[src/rtl/dmem_line_responder.sv]
// Single-line buffer between the pipeline data-memory port and a line-granular physical memory.
// Hits answer in one cycle; misses write back a dirty line, fetch the new one, then retry as a hit.
module dmem_line_responder (
  input  logic         clk,
  input  logic         rst_n,
  input  logic [31:0]  dmem_addr,
  input  logic [3:0]   dmem_rmask,
  input  logic [3:0]   dmem_wmask,
  input  logic [31:0]  dmem_wdata,
  output logic [31:0]  dmem_rdata,
  output logic         dmem_resp,
  output logic [31:0]  pmem_address,
  output logic         pmem_read,
  output logic         pmem_write,
  output logic [255:0] pmem_wdata,
  input  logic [255:0] pmem_rdata,
  input  logic         pmem_resp
);

  typedef enum logic [1:0] {StIdle, StResp, StWriteback, StFetch} state_e;

  state_e       state;
  logic [255:0] line;
  logic [26:0]  line_tag;
  logic         line_valid;
  logic         line_dirty;

  logic         req;
  logic         hit;
  logic [26:0]  req_tag;
  logic [7:0]   word_lsb;
  logic [31:0]  cur_word;
  logic [31:0]  merged_word;

  always_comb begin
    req      = |(dmem_rmask | dmem_wmask);
    req_tag  = dmem_addr[31:5];
    hit      = line_valid && (line_tag == req_tag);
    word_lsb = {dmem_addr[4:2], 5'b0};
    cur_word = line[word_lsb +: 32];
    for (int i = 0; i < 4; i++) begin
      merged_word[8*i +: 8] = dmem_wmask[i] ? dmem_wdata[8*i +: 8] : cur_word[8*i +: 8];
    end
  end

  always_ff @(posedge clk or negedge rst_n) begin
    if (!rst_n) begin
      state        <= StIdle;
      line         <= '0;
      line_tag     <= '0;
      line_valid   <= 1'b0;
      line_dirty   <= 1'b0;
      dmem_rdata   <= '0;
      dmem_resp    <= 1'b0;
      pmem_read    <= 1'b0;
      pmem_write   <= 1'b0;
      pmem_address <= '0;
      pmem_wdata   <= '0;
    end else begin
      unique case (state)
        StIdle: begin
          if (req) begin
            if (hit) begin
              // Unwritten bytes merge back unchanged, so the store is harmless on pure reads.
              line[word_lsb +: 32] <= merged_word;
              dmem_rdata           <= merged_word;
              dmem_resp            <= 1'b1;
              if (|dmem_wmask) line_dirty <= 1'b1;
              state <= StResp;
            end else if (line_valid && line_dirty) begin
              pmem_write   <= 1'b1;
              pmem_address <= {line_tag, 5'b0};
              pmem_wdata   <= line;
              state        <= StWriteback;
            end else begin
              pmem_read    <= 1'b1;
              pmem_address <= {req_tag, 5'b0};
              state        <= StFetch;
            end
          end
        end
        StResp: begin
          dmem_resp <= 1'b0;
          state     <= StIdle;
        end
        StWriteback: begin
          if (pmem_resp) begin
            line_dirty   <= 1'b0;
            pmem_write   <= 1'b0;
            pmem_wdata   <= '0;
            pmem_read    <= 1'b1;
            pmem_address <= {req_tag, 5'b0};
            state        <= StFetch;
          end
        end
        StFetch: begin
          if (pmem_resp) begin
            line         <= pmem_rdata;
            line_tag     <= req_tag;
            line_valid   <= 1'b1;
            line_dirty   <= 1'b0;
            pmem_read    <= 1'b0;
            pmem_address <= '0;
            state        <= StIdle;
          end
        end
        default: state <= StIdle;
      endcase
    end
  end

endmodule

[config.mk]
export PLATFORM = sky130hd
export DESIGN_NAME = dmem_line_responder
export DESIGN_NICKNAME = d
export VERILOG_FILES = /design/src/rtl/dmem_line_responder.sv
export SDC_FILE = /design/constraint.sdc
export NUM_CORES = 1
export LEC_CHECK = 0
export ABC_AREA = 1
export CORE_UTILIZATION = 40
export DETAILED_ROUTE_END_ITERATION = 12
export PLACE_DENSITY_LB_ADDON = 0.3
export SYNTH_ARGS = -nofsm -noshare
export SYNTH_HDL_FRONTEND = slang
export SYNTH_SLANG_ARGS = --single-unit
[constraint.sdc]
create_clock -name clk -period 1.7 [get_ports clk]
set_input_delay 0.34 -clock clk [delete_from_list [all_inputs] [get_ports clk]]
set_output_delay 0.34 -clock clk [all_outputs]
set_load 0.05 [all_outputs]
==> qor.yml, run 1 <==
reg2regPathDepth: 15
r2r_slack_ns: -0.48
place.gp.congestion: 1.01
wl_um: 150000
fin_nets: 5475
worstMarginPinSlew_ns: 0.576
drt_iter0_drc: 3778
min_path_type: "input pin to async pin"
drive_gt1_share_pct: 23.3
synthDominantCellAreaShare_pct: 50.4
setup.worst_path.class: "register to register"
fmax_mhz: 460
ys.flop_type: "dfrtp_1"
nFillCells: 6397
netlist_area_um2: 30000
fin_crit_sh_pct: 128
ys_types: 34
synthArstFlopShare_pct: 100
syn2layout_area_growth_pct: 56.3
clkLatencyLatePin_ns: 0.63
worstPathRequired_ns: 2.21
io_pins: 654
power_w: 0.0846
grt_pass1_vias: 31700
vias: 33400
p_per_area_nw_per_um2: 1800
drtPass1Iterations: 6
track_usage_pct: 37.5
fin_crit_ns: 2.18
setup_viol: 575
fin_ws_ns: -0.476
avgSynthCellArea_um2: 7.38
cpMostUsedCell: "nand2_2"
crit_end: "line[19]"
crit_chain: "inv_1 > nand2_1 > nand2_2 > nor2_1 > nand2_1 > nor2_2 > nand2_2 > o21ai_4 > buf_8 > buf_12 > nand4_4 > buf_12 > clkbuf_16 > nand2_2 > o21ai_1"
avgRoutedWirePerCell_um: 24.3
grt_pass1_wl_um: 210000
clockBufferDepth: 3
viasPerCell: 5.40
synthTopCellsByArea: "dfrtp_1, nand2_1, o21ai_0"
rr_endpoint: "line[19]"
die_w_um: 276
cts-htree-levels: 3
peakVddDrop_uv: 1340
reg2reg_from: "line_tag[1]"
clk_pin_slew_ns: 0.06
max_slew_margin_pct: 61.4
skew_ns: 0.0255
placed_cells: 5956
cp-start-kind: "register"
hpwl_um: 109000
grt_max_degree: 74
maxCapViolCount: 0
rsz0062_at_grt: "yes"
netlist_instances: 4070
die_area_um2: 76200
yosys.area.top_type: "dfrtp_1"
cts.sinks: 605
mostFrequentLayoutCells: "nand2_1, buf_4, dfrtp_1, o21ai_0, clkdlybuf4s50_1"
gr-total-overflow: 0
mostFrequentLayoutCell: "nand2_1"
ys_warn_count: 0
crit_start: "line_tag[1]"
synth_edf_count: 0
cts-buffers-inserted: 71
cts_root_buffer: "clkbuf_16"
hold_viol_final: 0
violations: "setup timing"
numPortBuffers: 646
end_kind: "register"
cts_tree: "built"
detail-route-antenna-nets: 0
slew_viol_final: 0
die_h_um: 276
slowest_stage: "dfrtp_1"
max_stage_delay_ns: 0.39
leakage_nw: 23.4
synth-seq-cells: 605
fin_setup_tns_ns: -207.61
synth_seq_area_share_pct: 50.4
instances_no_fill: 6183
start_util_pct: 40.4
crit_fanout: 13
route.detailed.drc: 0
core_um2: 74300
worstPathArrival_ns: 2.68
status: "complete, but fails checks"
grt_antenna_before_repair: 27
rows: 100
per-layer routing:
layer / vias up / track usage, % / wire (um)
met3: 414 / 8.95 / 14900
met1: 16000 / 48.7 / 58700
met2: 1923 / 57.9 / 67500
met5: - / 0 / 133
met4: 22 / 20.2 / 8890
li1: 15100 / - / -
worst min path at each step:
| stage | end | slack, ns | startpoint |
|---|---|---|---|
| global route | dmem_rdata[27] | 0.21 | rst_n |
| detailed placement | pmem_wdata[24] | 0.26 | rst_n |
| floorplan | dmem_rdata[0] | 0.04 | rst_n |
| finish | pmem_wdata[24] | 0.22 | rst_n |
| CTS | dmem_rdata[24] | 0.19 | rst_n |
| global placement | pmem_wdata[24] | 0.26 | rst_n |
worst max-delay path, delay by kind of cell, from the launching register on:
family                 cells  cell delay [ns]
buffers and inverters      5             0.71
AND/OR/NAND/NOR            8             0.67
flip-flops                 1             0.39
AO/OA/AOI/OAI              2             0.25
final cells by class:
class	instances	area (um^2)	area share (%)
Clock inverter	29	389	0.829
Multi-Input combinational cell	2930	13200	28.2
Sequential cell	605	15100	32.3
Inverter	273	1060	2.27
Tap cell	969	1210	2.58
Antenna cell	18	45.0	0.0960
Timing Repair Buffer	1258	13700	29.3
Clock buffer	101	2110	4.50
registers in the layout (all words and copies together) (netlist names):
| register | count |
|---|---|
| pmem_write | 1 |
| pmem_address | 27 |
| line_dirty | 1 |
| line_valid | 1 |
| pmem_read | 1 |
| dmem_rdata | 32 |
| pmem_wdata | 256 |
| line | 256 |
| state | 2 |
| dmem_resp | 1 |
| line_tag | 27 |
cell families (layout without fill, tap and decap cells):
family                     count (synthesis)  count (layout)  share of synthesized area (%)
and+or+nand+nor                         2356            2363                           31.7
other                                      1              23                         0.0125
xor gates and xnor gates                   1               1                         0.0292
AOI/OAI and AO/OA                        556             556                           10.0
adders and majority gates                  5               5                          0.208
buffers and inverters                    546            1661                           7.65
DFF                                      605             605                           50.4
where the power goes:
| part | internal (W) | switching [W] |
|---|---|---|
| Sequential | 0.0191 | 0.00395 |
| Combinational | 0.0175 | 0.0276 |
| Clock | 0.00980 | 0.00668 |
| Total | 0.0464 | 0.0382 |
repair_timing:
item	CTS	global route
pin swaps	24	19
hold buffers	1	0
hold endpoints to repair	125	0
gates resized for setup	67	171
setup endpoints to repair	577	577
cloned	8	25
setup buffers	35	11
synthesized netlist by cell type, types with 5 or more instances:
cell type  instances
a22oi_1           58
buf_1             30
buf_2             99
buf_4             30
clkbuf_1         104
clkbuf_2          10
dfrtp_1          605
ha_1               5
inv_1            263
inv_2             10
nand2_1         1956
nand3_1          144
nand4_1          138
nor2_1            95
nor2_4             8
nor3_1             6
o211ai_1          21
o21ai_0          448
o21ai_1           21
through the flow:
stage,instance area (um^2),util [%],setup slack (ns),hold WS [ns]
after detailed placement,42500,57.2,-1.43,0.257
final,46900,63.2,-0.476,0.217
after global routing,46900,63.1,-0.572,0.206
after CTS,45700,61.5,-0.463,0.191
after floorplan,30400,-,-0.722,0.0444
after global placement,42500,57.2,-1.41,0.256
No activity file was read; power rests on OpenSTA's default activity.
==> run 2: changes to the inputs <==
Clock period 1.7 ns to 2.65 ns, I/O delays scaled along.
==> run 2 against run 1 <==
The flow now finishes without violations. Utilization decreased by 6.2 points. Worst setup slack better by 0.56 ns. Register-to-register slack better by 0.62 ns. Combinational power fell by 49%. Clock skew increased by 0.0029 ns. Wire length is 5.9% lower. Cell area shrank 9.8%. Via count is 5.2% lower. Highest routed layer unchanged. Cell count down 4.8%. Sequential share of layout area grew 3.5 points. Die area is the same.
==> qor.yml, run 2 (synthesized netlist as in run 1, its figures left out) <==
status: "complete, no violations"  # was complete, but fails checks
rows: 100  # unchanged
die_h_um: 276  # unchanged
holdWs_ns: 0.235  # was 0.217 ns
max_stage_delay_ns: 0.73  # was 0.39 ns
syn2layout_area_growth_pct: 41.0  # was 56.3%
cts.sinks: 605  # unchanged
grt_pass1_vias: 31000  # was 31700
top_regs: "line: 256 flops, pmem_wdata: 256 flops, dmem_rdata: 32 flops"  # unchanged
drtPass1Iterations: 6  # unchanged
route.detailed.drc: 0  # unchanged
start_util_pct: 40.4  # unchanged
power_w: 0.0478  # was 0.0846 W
viasPerCell: 5.38  # was 5.40
finalInstanceArea_um2: 42300  # was 46900 um^2
peakVddDrop_uv: 646  # was 1340 uV
drive_gt1_share_pct: 10.1  # was 23.3%
die_area_um2: 76200  # unchanged
end_kind: "register"  # unchanged
hpwl_um: 108000  # was 109000 um
crit_chain: "clkdlybuf4s50_1 > buf_6 > buf_6 > inv_1 > ha_4 > inv_2 > nor3_2 > nor2_2 > nor2_4 > nand2_1 > nand2_1"  # was inv_1 > nand2_1 > nand2_2 > nor2_1 > nand2_1 > nor2_2 > nand2_2 > o21ai_4 > buf_8 > buf_12 > nand4_4 > buf_12 > clkbuf_16 > nand2_2 > o21ai_1
fin_nets: 5189  # was 5475
met2_usage_pct: 56.6  # was 57.9%
mostFrequentLayoutCell: "nand2_1"  # unchanged
clk_pin_slew_ns: 0.06  # about the same
setup_viol: 0  # was 575
wl_um: 141000  # was 150000 um
gr-total-overflow: 0  # unchanged
vias: 31700  # was 33400
grtUsageMet1_pct: 46.6  # was 48.7%
cts_root_buffer: "clkbuf_16"  # unchanged
slew_viol_final: 0  # unchanged
worstPathRequired_ns: 3.20  # was 2.21 ns
setup.worst_path.class: "input pin to register"  # was register to register
max_slew_margin_pct: 35.8  # was 61.4%
numPortBuffers: 646  # unchanged
skew_ns: 0.0284  # was 0.0255 ns
clockBufferDepth: 3  # unchanged
worstPathArrival_ns: 3.12  # was 2.68 ns
fin_crit_ns: 2.57
slowest_stage: "nor2_4"  # was dfrtp_1
p_per_area_nw_per_um2: 1130  # was 1800 nW/um^2
worstMarginPinSlew_ns: 0.961  # was 0.576 ns
grt_max_degree: 85  # was 74
fmax_mhz: 389
core_um2: 74300  # unchanged
fin_crit_sh_pct: 96.9
detail-route-antenna-nets: 0  # unchanged
drt_iter0_drc: 3374  # was 3778
busiest_layer: "met2"  # unchanged
crit_fanout: 32  # was 13
place.gp.congestion: 0.998  # was 1.01
track_usage_pct: 36.5  # was 37.5%
cp-start-kind: "input pin"  # was register
leakage_nw: 20.5  # was 23.4 nW
clkLatencyLatePin_ns: 0.61  # was 0.63 ns
avgRoutedWirePerCell_um: 24.0  # was 24.3 um
post_cts_buffers: 0  # was 35
grt_pass1_wl_um: 205000  # was 210000 um
use_met3_pct: 9.13  # was 8.95%
min_path_type: "input pin to register"  # was input pin to async pin
hold_viol_final: 0  # unchanged
cts_tree: "built"  # unchanged
rsz0062_at_grt: "yes"  # unchanged
maxCapViolCount: 0  # unchanged
die_w_um: 276  # unchanged
cts-htree-levels: 3  # unchanged
io_pins: 654  # unchanged
cts-buffers-inserted: 69  # was 71
placedInstanceArea_um2: 39900  # was 42500 um^2
grt_antenna_before_repair: 22  # was 27
mostFrequentLayoutCells: "nand2_1, clkdlybuf4s50_1, dfrtp_1, o21ai_0, buf_4"  # was nand2_1, buf_4, dfrtp_1, o21ai_0, clkdlybuf4s50_1
## run 2: cell count changes in the layout (fill, tap and decap cells not counted), sizes merged, moves of 2 or more
cell,before,now
nor2,112,105
clkinv,16,14
clkbuf,123,94
clkdlybuf4s50,320,636
diode,18,15
dlymetal6s2s,5,3
buf,910,341
inv,277,274
## run 2: what timing repair did
action	CTS	global route
endpoints found under the hold margin	39	0
endpoints found under the setup margin	0	230
gates resized for setup	0	11
hold buffers	1	0
## run 2: final cells by class
class / instances / area, um^2
fill: 6953 / 32000
sequential: 605 / 15100
multi-input combinational: 2923 / 12700
timing repair buffer: 981 / 9850
clock buffer: 94 / 2030
tap: 969 / 1210
inverter: 273 / 1040
clock inverter: 24 / 349
antenna: 15 / 37.5
## run 2: final timing paths
path / depth (start not counted) / to / slack, ns / start
max reg2reg: 11 / line[58] / 0.14 / line_tag[20]
max in group asynchronous: 3 / pmem_wdata[137] / 1.23 / rst_n
max: 11 / line[58] / 0.08 / dmem_addr[4]
min reg2reg: 2 / dmem_rdata[2] / 0.48 / dmem_rdata[2]
min: 3 / line_tag[18] / 0.24 / dmem_addr[23]
min in group asynchronous: 2 / line[105] / 0.51 / rst_n
## run 2: through the flow
stage,cells,setup TNS [ns],util [%],setup WS [ns]
4_1_cts,5869,0,56.9,0.0155
6_report,5884,0,57.0,0.0809
3_3_place_gp,5750,-178.18,53.7,-0.575
5_1_grt,5874,-0.0147,56.9,-0.0100
2_1_floorplan,4074,0,-,0.00295
3_5_place_dp,5750,-194.39,53.7,-0.600
## run 2: per-layer routing
metal | wire, um | up-vias
met3 | 14000 | 352
met2 | 63000 | 1674
li1 | - | 14500
met1 | 55600 | 15100
met4 | 8400 | 22
met5 | 119 | -
## run 2: power by group
part	total (W)	leakage, nW	switching (W)	internal [W]
Sequential	0.0144	8.20	0.00221	0.0122
Clock	0.0102	1.18	0.00408	0.00613
Combinational	0.0232	11.1	0.0158	0.00737
Total	0.0478	20.5	0.0221	0.0257
## run 2: critical path, delay by kind of cell
kind	cells	cell delay (ns)
AND/OR/NAND/NOR	5	1.29
buffers and inverters	5	0.97
adder cells (fa/ha/maj)	1	0.30
